File: src/rtl/btn_report.sv
// btn_report: 16-button synchroniser + debouncer publishing state/change report strobes.
// Latency: 2 clk synchroniser + DEB_TICKS prescaler ticks; the report is registered on the commit edge.
// Backpressure: none; btn_rpt_stb is a one-cycle pulse the consumer must sample.
// Optional: define BTN_REPEAT_EN to auto-repeat held REPEAT_MASK buttons.
module btn_report #(
    parameter int unsigned TICK_DIV     = 12000,
    parameter int unsigned DEB_TICKS    = 8,
    parameter int unsigned REPEAT_DELAY = 40,
    parameter int unsigned REPEAT_RATE  = 10,
    parameter logic [15:0] REPEAT_MASK  = 16'h001F
) (
    input  logic        clk,
    input  logic        rst,
    input  logic [15:0] btn_raw,
    output logic [15:0] btn_rpt_state,
    output logic [15:0] btn_rpt_change,
    output logic        btn_rpt_stb
);

    localparam int PW = (TICK_DIV > 1) ? $clog2(TICK_DIV) : 1;
    localparam int CW = $clog2(DEB_TICKS + 1);
    localparam logic [PW-1:0] PRE_LAST = PW'(TICK_DIV - 1);
    localparam logic [CW-1:0] CNT_LAST = CW'(DEB_TICKS - 1);

    logic [15:0]   sync1;
    logic [15:0]   sync2;
    logic [PW-1:0] pre;
    logic          tick;
    logic [15:0]   stable;
    logic [CW-1:0] cnt [16];
    logic [15:0]   commit;
    logic          rpt_fire;
    logic [15:0]   rpt_mask;

    // Two-flop synchroniser per button; raw levels may be asynchronous to clk.
    always_ff @(posedge clk) begin
        if (rst) begin
            sync1 <= '0;
            sync2 <= '0;
        end else begin
            sync1 <= btn_raw;
            sync2 <= sync1;
        end
    end

    // Free-running prescaler; tick marks the last count of each period.
    assign tick = (pre == PRE_LAST);

    always_ff @(posedge clk) begin
        if (rst) begin
            pre <= '0;
        end else if (tick) begin
            pre <= '0;
        end else begin
            pre <= pre + 1'b1;
        end
    end

    // A bit commits when it disagrees with stable on the DEB_TICKS-th consecutive tick.
    always_comb begin
        commit = '0;
        for (int i = 0; i < 16; i++) begin
            commit[i] = tick && (sync2[i] != stable[i]) && (cnt[i] == CNT_LAST);
        end
    end

    // Per-bit disagreement counters and the committed stable state.
    always_ff @(posedge clk) begin
        if (rst) begin
            stable <= '0;
            for (int i = 0; i < 16; i++) begin
                cnt[i] <= '0;
            end
        end else if (tick) begin
            stable <= stable ^ commit;
            for (int i = 0; i < 16; i++) begin
                if (sync2[i] == stable[i] || commit[i]) begin
                    cnt[i] <= '0;
                end else begin
                    cnt[i] <= cnt[i] + 1'b1;
                end
            end
        end
    end

`ifdef BTN_REPEAT_EN
    localparam int unsigned RMAX = (REPEAT_DELAY > REPEAT_RATE) ? REPEAT_DELAY : REPEAT_RATE;
    localparam int RW = $clog2(RMAX + 1);

    logic [RW-1:0] rep_cnt;
    logic [RW-1:0] rep_next;
    logic          rep_first;
    logic          rep_due;
    logic [15:0]   held;

    assign held     = stable & REPEAT_MASK;
    assign rep_next = rep_cnt + 1'b1;
    // A commit on the same tick suppresses the repeat; the first gap is DELAY, later ones RATE.
    assign rep_due  = tick && (commit == '0) && (held != '0) &&
                      (rep_next == (rep_first ? RW'(REPEAT_DELAY) : RW'(REPEAT_RATE)));

    // Repeat tick counter: restarts on any commit or when no eligible button is held.
    always_ff @(posedge clk) begin
        if (rst) begin
            rep_cnt   <= '0;
            rep_first <= 1'b1;
        end else if (tick) begin
            if (commit != '0 || held == '0) begin
                rep_cnt   <= '0;
                rep_first <= 1'b1;
            end else if (rep_due) begin
                rep_cnt   <= '0;
                rep_first <= 1'b0;
            end else begin
                rep_cnt   <= rep_next;
            end
        end
    end

    assign rpt_fire = (commit != '0) || rep_due;
    assign rpt_mask = (commit != '0) ? commit : held;
`else
    logic rep_cfg_unused;
    assign rep_cfg_unused = ^{REPEAT_MASK, 32'(REPEAT_DELAY), 32'(REPEAT_RATE)};

    assign rpt_fire = (commit != '0);
    assign rpt_mask = commit;
`endif

    // Report registers: strobe for one cycle, change mask held until the next strobe.
    always_ff @(posedge clk) begin
        if (rst) begin
            btn_rpt_stb    <= 1'b0;
            btn_rpt_change <= '0;
        end else begin
            btn_rpt_stb <= rpt_fire;
            if (rpt_fire) begin
                btn_rpt_change <= rpt_mask;
            end
        end
    end

    assign btn_rpt_state = stable;

endmodule

File: config.mk
export PLATFORM = sky130hd
export DESIGN_NAME = btn_report
export DESIGN_NICKNAME = d
export VERILOG_FILES = /design/src/rtl/btn_report.sv
export SDC_FILE = /design/constraint.sdc
export NUM_CORES = 1
export LEC_CHECK = 0
export ABC_AREA = 1
export CAP_MARGIN = 20
export CORE_MARGIN = 2
export CORE_UTILIZATION = 29
export CTS_CLUSTER_DIAMETER = 60
export DETAILED_ROUTE_END_ITERATION = 8
export GPL_TIMING_DRIVEN = 0
export SETUP_SLACK_MARGIN = 0.3
export SYNTH_ARGS = -nofsm -noshare
export SYNTH_HDL_FRONTEND = slang
export SYNTH_SLANG_ARGS = --single-unit
File: constraint.sdc
create_clock -name clk -period 3.2 [get_ports clk]
set_clock_uncertainty 0.1 [all_clocks]
set_input_delay 0.96 -clock clk [delete_from_list [all_inputs] [get_ports clk]]
set_output_delay 0.96 -clock clk [all_outputs]
set_load 0.02 [all_outputs]
After elaboration in Yosys (flattened, before gate mapping):

Memories as Yosys holds them, arrays and structs flattened.
Cells that the tools add are included.

* add/sub/neg operators: 17
* bitwise operators: 33
* muxes and demuxes: 162
* reductions and logical operators: 50
* equality and inequality tests: 49

Operators by type and width (count)
* $mux 1: 130
* $mux 4: 32
* $add 4x1->4 const B: 16
* $eq 4x3->1 const B: 16
* $logic_and 1x1->1: 32
* $or 1x1->1: 32
* $eq 1x1->1: 16
* $logic_or 1x1->1: 16
* $ne 1x1->1: 16
* $reduce_bool 16->1: 1
* $xor 16x16->16: 1
* $add 14x1->14 const B: 1
* $eq 14x14->1 const B: 1
* $reduce_or 2->1: 1

* word-level logic and storage cells: 318
* register bits after elaboration: 79
* RAM bits: 64
* input port bits: 18
* memories: 1

Memories
* cnt: depth 16, width 4, read ports 16, clocked after memory_dff 0, wr ports 16, line 30 `logic [CW-1:0] cnt [16];`

Longest topological paths before layout:

Gate-level depths: netlist of run 1.

* depth after elaboration: 10
* depth in mapped cells: 14

Least setup slack after synthesis of run 1:

OpenSTA, ideal clock, no wires.

* path type: input to register
* from: input port rst
* to: memory cnt[0][0] in the netlist's numbering (enable)
* data arrival time: 2315 ps
* path buffers: 2
* setup time: 396 ps
* stages on the path: 4
* slack: 389 ps
* path through: clkbuf_1 -> inv_1 -> nand2_1 -> buf_2

RTL lines
* from (decl): line 13 `input logic rst,`
* to (decl): line 30

==> flow_summary_export.csv, run 1 <==
group,metric,value,unit
grt,track_usage,12.5,%
clocking,cts_made_buffers,17,
timing,maxSlewHeadroom,57.6,%
routing,viasPerCell,4.33,
clocking,path_clk_slew,0.06,ns
clocking,insertion_delay,0.42,ns
clocking,cts_root_buf,"clkbuf_16",
final_layout,final_net_count,819,
final_layout,drive_gt1_share,7.28,%
worst_hold_path,hold_path.class,"flop to flop",
logic_synthesis,syn_inst,715,
die,die_w,152,µm
routing,wire_per_inst,13.0,µm
clocking,cts_tree,"yes",
timing,fin_crit_sh,83.7,%
die,die-area,23100,µm²
die,rows,54,
clocking,cts-htree-levels,4,
logic_synthesis,synth-seq-area-share,55.1,%
timing,fmax,373,MHz
timing,finalMaxSlewViolations,0,
outcome,status,"finished, final reports clean",
routing,remaining_drc_errors,0,
placed_design,gp_congestion,0.815,
clocking,ctsHoldBuffers,0,
routing,drtAntennaViolNets,0,
timing,setup_viol,0,
placed_design,dp_hpwl,9920,µm
final_layout,fillers,2192,
grt,antenna_found_initial,0,
logic_synthesis,avgSynthCellArea,8.89,µm²
final_layout,area_delta_synth_final,23.2,%
setup_path,worstPathMaxFanout,42,
logic_synthesis,synth-seq-cells,143,
placed_design,place_ws,0.313,ns
grt,grt-ovfl-total,0,
die,start_util,29.3,%
logic_synthesis,yosys_warnings,0,
run,max-cap-violations,0,
grt,grt_first_pass_wirelength,22800,µm
timing,tightest_slew,0.635,ns
setup_path,worstReg2RegEnd,"cnt[0][16]$_SDFFCE_PN0P_",
setup_path,path_class,"flop to flop",
power,ir_drop,0.362,mV
timing,timing.hold.ws,0.306,ns
die,fp.dieH,152,µm
setup_path,startpoint_type,"flop",
power,fin_total_pwr,4.20,mW
routing,wirelength,14000,µm
final_layout,diodes,0,
setup_path,r2r_start,"pre[0]$_SDFF_PP0_",
setup_path,critPathLaunch,"pre[0]$_SDFF_PP0_",
timing,fin_ws,0.522,ns
setup_path,end_kind,"flop",
power,p_per_area,537,nW/µm²
routing,dr.pass1.iters,5,
logic_synthesis,syn_area,6360,µm²
routing,via_count,4662,
routing,drt_iter0_drc,251,
die,ios,51,
logic_synthesis,synth_nets,750,
power,p_leak,3.37,nW
timing,grt_setup_unrepaired,"no",
clocking,clkSinkCount,143,
timing,period_minus_slack,2.68,ns
setup_path,r2r_cells,8,
die,coreArea,21700,µm²
setup_path,cp_data_arrival_time,2.68,ns
placed_design,port_buffers,49,
setup_path,endpoint,"cnt[0][16]$_SDFFCE_PN0P_",
grt,grt_pass1_vias,4499,
setup_path,regToRegSetupSlack,0.52,ns
timing,hold_violations,0,
logic_synthesis,synth_cell_types,31,
grt,grt_max_degree,43,
setup_path,cp.required,3.20,ns
clocking,cts_buffer_depth,2,
area by class of cell:
cell class / count / area (µm²) / area share, %
Sequential cell: 143 / 3500 / 44.7
Multi-Input combinational cell: 447 / 2350 / 30.0
Timing Repair Buffer: 50 / 518 / 6.61
Clock buffer: 22 / 464 / 5.93
Inverter: 106 / 398 / 5.08
Tap cell: 280 / 350 / 4.47
Clock inverter: 10 / 136 / 1.74
Buffer: 19 / 113 / 1.44
per-stage QoR:
| stage | setup TNS [ns] | cell area, µm² | instances | utilization (%) |
|---|---|---|---|---|
| 2_1_floorplan | 0 | 6360 | 715 | - |
| 3_3_place_gp | -24.18 | 7200 | 1044 | 33.2 |
| 3_5_place_dp | 0 | 7230 | 1045 | 33.3 |
| 4_1_cts | 0 | 7830 | 1077 | 36.1 |
| 5_1_grt | 0 | 7830 | 1077 | 36.1 |
| 6_report | 0 | 7830 | 1077 | 36.1 |
logic make-up (layout without fill, tap and decap cells):
logic type / count (synthesis) / in the layout / share of synthesized area [%]
compound gates: 25 / 25 / 2.52
xor+xnor: 37 / 37 / 5.10
flops: 143 / 143 / 55.1
buf+inv: 125 / 207 / 7.93
simple gates: 368 / 368 / 26.0
fa+ha+maj: 17 / 17 / 3.35
where the power goes:
part	switching [mW]	internal [mW]	leakage, nW
logic	0.102	0.0702	1.83
registers	0.0403	1.97	1.25
clock network	0.758	1.26	0.288
sequential cells by signal, summed over array words and instances, names as in the netlist:
register and flops:
btn_rpt_state 16, sync2 16, btn_rpt_change 16, cnt 64
btn_rpt_stb 1, pre 14, sync1 16
synthesized netlist by cell type, drive strengths merged:
master / instances / share of area (%)
a21oi: 9 / 0.71
or2: 2 / 0.20
nor2: 204 / 13
o31ai: 14 / 1.7
edfxtp: 64 / 30
clkbuf: 10 / 0.59
nor4b: 1 / 0.14
inv: 106 / 6.3
nand4: 33 / 3.3
ha: 17 / 3.3
nand3: 23 / 1.9
xnor2: 2 / 0.28
dfxtp: 79 / 25
nor3: 6 / 0.47
nor4: 4 / 0.49
buf: 9 / 1.1
o21ai: 2 / 0.16
nor3b: 16 / 1.9
nand2: 79 / 5.0
xor2: 35 / 4.8
worst min path at each step:
stage / from / to / slack [ns] / depth (start not counted)
floorplan: sync1[0]$_SDFF_PP0_ / sync2[0]$_SDFF_PP0_ / 0.29 / 2
global placement: sync1[6]$_SDFF_PP0_ / sync2[6]$_SDFF_PP0_ / 0.29 / 2
detailed placement: sync1[6]$_SDFF_PP0_ / sync2[6]$_SDFF_PP0_ / 0.29 / 2
CTS: sync1[6]$_SDFF_PP0_ / sync2[6]$_SDFF_PP0_ / 0.31 / 2
global route: sync1[15]$_SDFF_PP0_ / sync2[15]$_SDFF_PP0_ / 0.33 / 2
finish: sync1[15]$_SDFF_PP0_ / sync2[15]$_SDFF_PP0_ / 0.31 / 2
routing by layer:
metal | global-route usage (%) | wire [µm]
met2 | 19.9 | 6460
met3 | 3.25 | 634
met4 | 4.18 | 101
met5 | 0 | 0
met1 | 16.6 | 6800
cells in the final DEF (no fill, tap or decap), types with 3 or more instances in the layout:
cell / count
o31ai_1: 14
nor3_1: 6
nand4_1: 32
bufinv_16: 3
clkbuf_1: 13
xor2_1: 35
clkbuf_16: 17
ha_1: 17
nand2_1: 73
buf_6: 4
a21oi_1: 9
nor4_1: 3
edfxtp_1: 64
clkdlybuf4s50_1: 49
nor2_1: 200
nand2_2: 5
nand3_1: 22
inv_1: 101
inv_2: 5
dfxtp_1: 79
nor3b_1: 16
buf_2: 3
timing repair:
| action | CTS | global route |
|---|---|---|
| gates resized for setup | 0 | 1 |
| endpoints found under the setup margin | 0 | 42 |
| setup buffers | 0 | 0 |
worst max-delay path: stages, from the launching register on:
cell	delay [ns]
dfxtp_1	0.35
ha_1	0.21
nand3_2	0.14
nor2_4	0.24
buf_4	0.26
nand2_1	0.14
nand2_1	0.24
buf_6	0.34
buf_16	0.28
(Power assumes the default switching activity.)
==> run 2, diff against run 1 <==
- clock period: 3.2 -> 2.6 ns (I/O delays scaled with it)
==> flow_summary_export.csv, run 2 (synthesis gave the netlist of run 1 again) <==
group,metric,value,unit
placed_design,gp_congestion,0.807,
placed_design,placed_area,7200,µm²
clocking,insertion_delay,0.43,ns
setup_path,crit_chain,"clkdlybuf4s50_1",
routing,viasPerCell,4.32,
clocking,ctsHoldBuffers,0,
grt,grt-ovfl-total,0,
final_layout,stdcell_area,7920,µm²
timing,period_minus_slack,2.25,ns
power,fin_total_pwr,5.10,mW
timing,finalMaxSlewViolations,0,
clocking,cts_buffer_depth,2,
timing,hold_violations,0,
grt,grt_first_pass_wirelength,22400,µm
clocking,cts_root_buf,"clkbuf_16",
clocking,cts-htree-levels,4,
routing,remaining_drc_errors,0,
clocking,cts_tree,"yes",
routing,drt_iter0_drc,307,
final_layout,multi_input_area,2390,µm²
clocking,cts_made_buffers,17,
worst_hold_path,hold_depth,2,
run,max-cap-violations,0,
final_layout,area_delta_synth_final,24.6,%
final_layout,final_net_count,825,
die,coreArea,21700,µm²
setup_path,r2r_start,"pre[0]$_SDFF_PP0_",
timing,fin_ws,0.345,ns
clocking,path_clk_slew,0.06,ns
final_layout,final_cell_mix,"199 x nor2_1, 101 x inv_1, 78 x dfxtp_1, 71 x nand2_1, 64 x edfxtp_1",
placed_design,dp_hpwl,9580,µm
timing,fin_crit_sh,86.7,%
timing,setup_viol,0,
routing,via_count,4678,
final_layout,diodes,0,
routing,top_layer,"met4",
setup_path,critPathLaunch,"btn_rpt_change[0]$_SDFFE_PP0P_",
setup_path,crit_family,"buffers and inverters",
final_layout,regMostFlops,"cnt",
final_layout,largest_register_ffs,64,
grt,grt_max_degree,38,
routing,m1WireLength,6880,µm
setup_path,worstPathMaxFanout,2,
routing,drtAntennaViolNets,0,
worst_hold_path,hold_path_end,"sync2[1]$_SDFF_PP0_",
routing,wirelength,13900,µm
timing,grt_setup_unrepaired,"no",
timing,maxSlewHeadroom,57.3,%
timing,fin_setup_tns,0,ns
grt,grt_pass1_vias,4254,
setup_path,r2r_cells,12,
final_layout,mostFrequentLayoutCell,"nor2_1",
grt,track_usage,12.3,%
setup_path,crit_path_max_incr_delay,0.61,ns
die,rows,54,
worst_hold_path,hold_path_startpoint,"sync1[1]$_SDFF_PP0_",
worst_hold_path,hold_path.class,"flop to flop",
setup_path,cp.required,1.72,ns
power,p_per_area,644,nW/µm²
setup_path,regToRegSetupSlack,0.42,ns
power,p_leak,3.54,nW
setup_path,path_class,"flop to output port",
timing,fmax,443,MHz
setup_path,startpoint_type,"flop",
timing,timing.hold.ws,0.306,ns
grt,antenna_found_initial,0,
die,ios,51,
outcome,status,"finished, final reports clean",
setup_path,worstPathBufferInverterCount,1,
placed_design,port_buffers,49,
final_layout,drive_gt1_share,9.59,%
die,start_util,29.3,%
die,die-area,23100,µm²
die,fp.dieH,152,µm
final_layout,fillers,2212,
routing,dr.pass1.iters,5,
routing,dr_wl_met2,6170,µm
routing,wl_met3,750,µm
routing,wire_per_inst,12.8,µm
setup_path,worstReg2RegEnd,"btn_rpt_change[8]$_SDFFE_PP0P_",
setup_path,end_kind,"output port",
placed_design,place_ws,-0.311,ns
timing,tightest_slew,0.641,ns
setup_path,cp_data_arrival_time,1.37,ns
clocking,clkSinkCount,143,
setup_path,crit_slowest_cell,"clkdlybuf4s50_1",
power,ir_drop,0.470,mV
die,die_w,152,µm
final_layout,register_area,3500,µm²
## run 2: cell count changes in the layout (fill, tap and decap cells not counted), sizes merged, moves of 2 or more
cell,change
clkinv,-3
buf,+6
dlygate4sd2,+16
dlymetal6s2s,+2
clkdlybuf4s50,-18
clkbuf,-4
bufinv,-2
inv,+8
## run 2: worst max path at each step
stage                               endpoint  cells past startpoint  slack, ns
global route               btn_rpt_change[0]                      1       0.30
detailed placement   cnt[1][8]$_SDFFCE_PP0P_                      7      -0.31
finish                     btn_rpt_change[0]                      1       0.35
CTS                 cnt[1][26]$_SDFFCE_PP0P_                      7       0.30
floorplan            cnt[0][0]$_SDFFCE_PN0P_                      4       0.32
global placement    cnt[0][10]$_SDFFCE_PN0P_                      7      -0.29
## run 2: layout make-up
cell class | instances | area share, %
repair buffers | 56 | 6.97
clock inverters | 14 | 1.86
inverters | 106 | 5.06
well taps | 280 | 4.42
clock buffers | 18 | 5.55
plain buffers | 19 | 1.69
flip-flops and latches | 143 | 44.3
multi-input cells | 447 | 30.2
## run 2: tightest hold or removal path, cell delays in order (launching register included)
cell     delay, ns
dfxtp_1       0.30
inv_1         0.04
nor2_1        0.03
## run 2: metal layers
| metal | vias to the layer above | global-route usage, % |
|---|---|---|
| li1 | 2453 | - |
| met1 | 2122 | 17.1 |
| met2 | 97 | 18.9 |
| met3 | 6 | 3.51 |
| met4 | 0 | 2.76 |
| met5 | - | 0 |
## run 2: power breakdown
group / switching, mW / total [mW] / internal, mW / leakage, nW
clock: 1.03 / 2.41 / 1.38 / 0.280
sequential: 0.0500 / 2.47 / 2.42 / 1.25
combinational: 0.127 / 0.216 / 0.0893 / 2.01
## run 2: per-stage QoR
| stage | utilization (%) | std cells |
|---|---|---|
| 5_1_grt | 36.5 | 1083 |
| 3_5_place_dp | 33.2 | 1044 |
| 3_3_place_gp | 33.2 | 1044 |
| 6_report | 36.5 | 1083 |
| 2_1_floorplan | - | 715 |
| 4_1_cts | 36.1 | 1078 |
## run 2: timing repair
item | in CTS | in global routing
pin swaps | 1 | 6
resized for setup | 21 | 21
endpoints found under the setup margin | 102 | 129
gates cloned | 1 | 0
hold endpoints to repair | 0 | 0
buffers inserted | 1 | 5
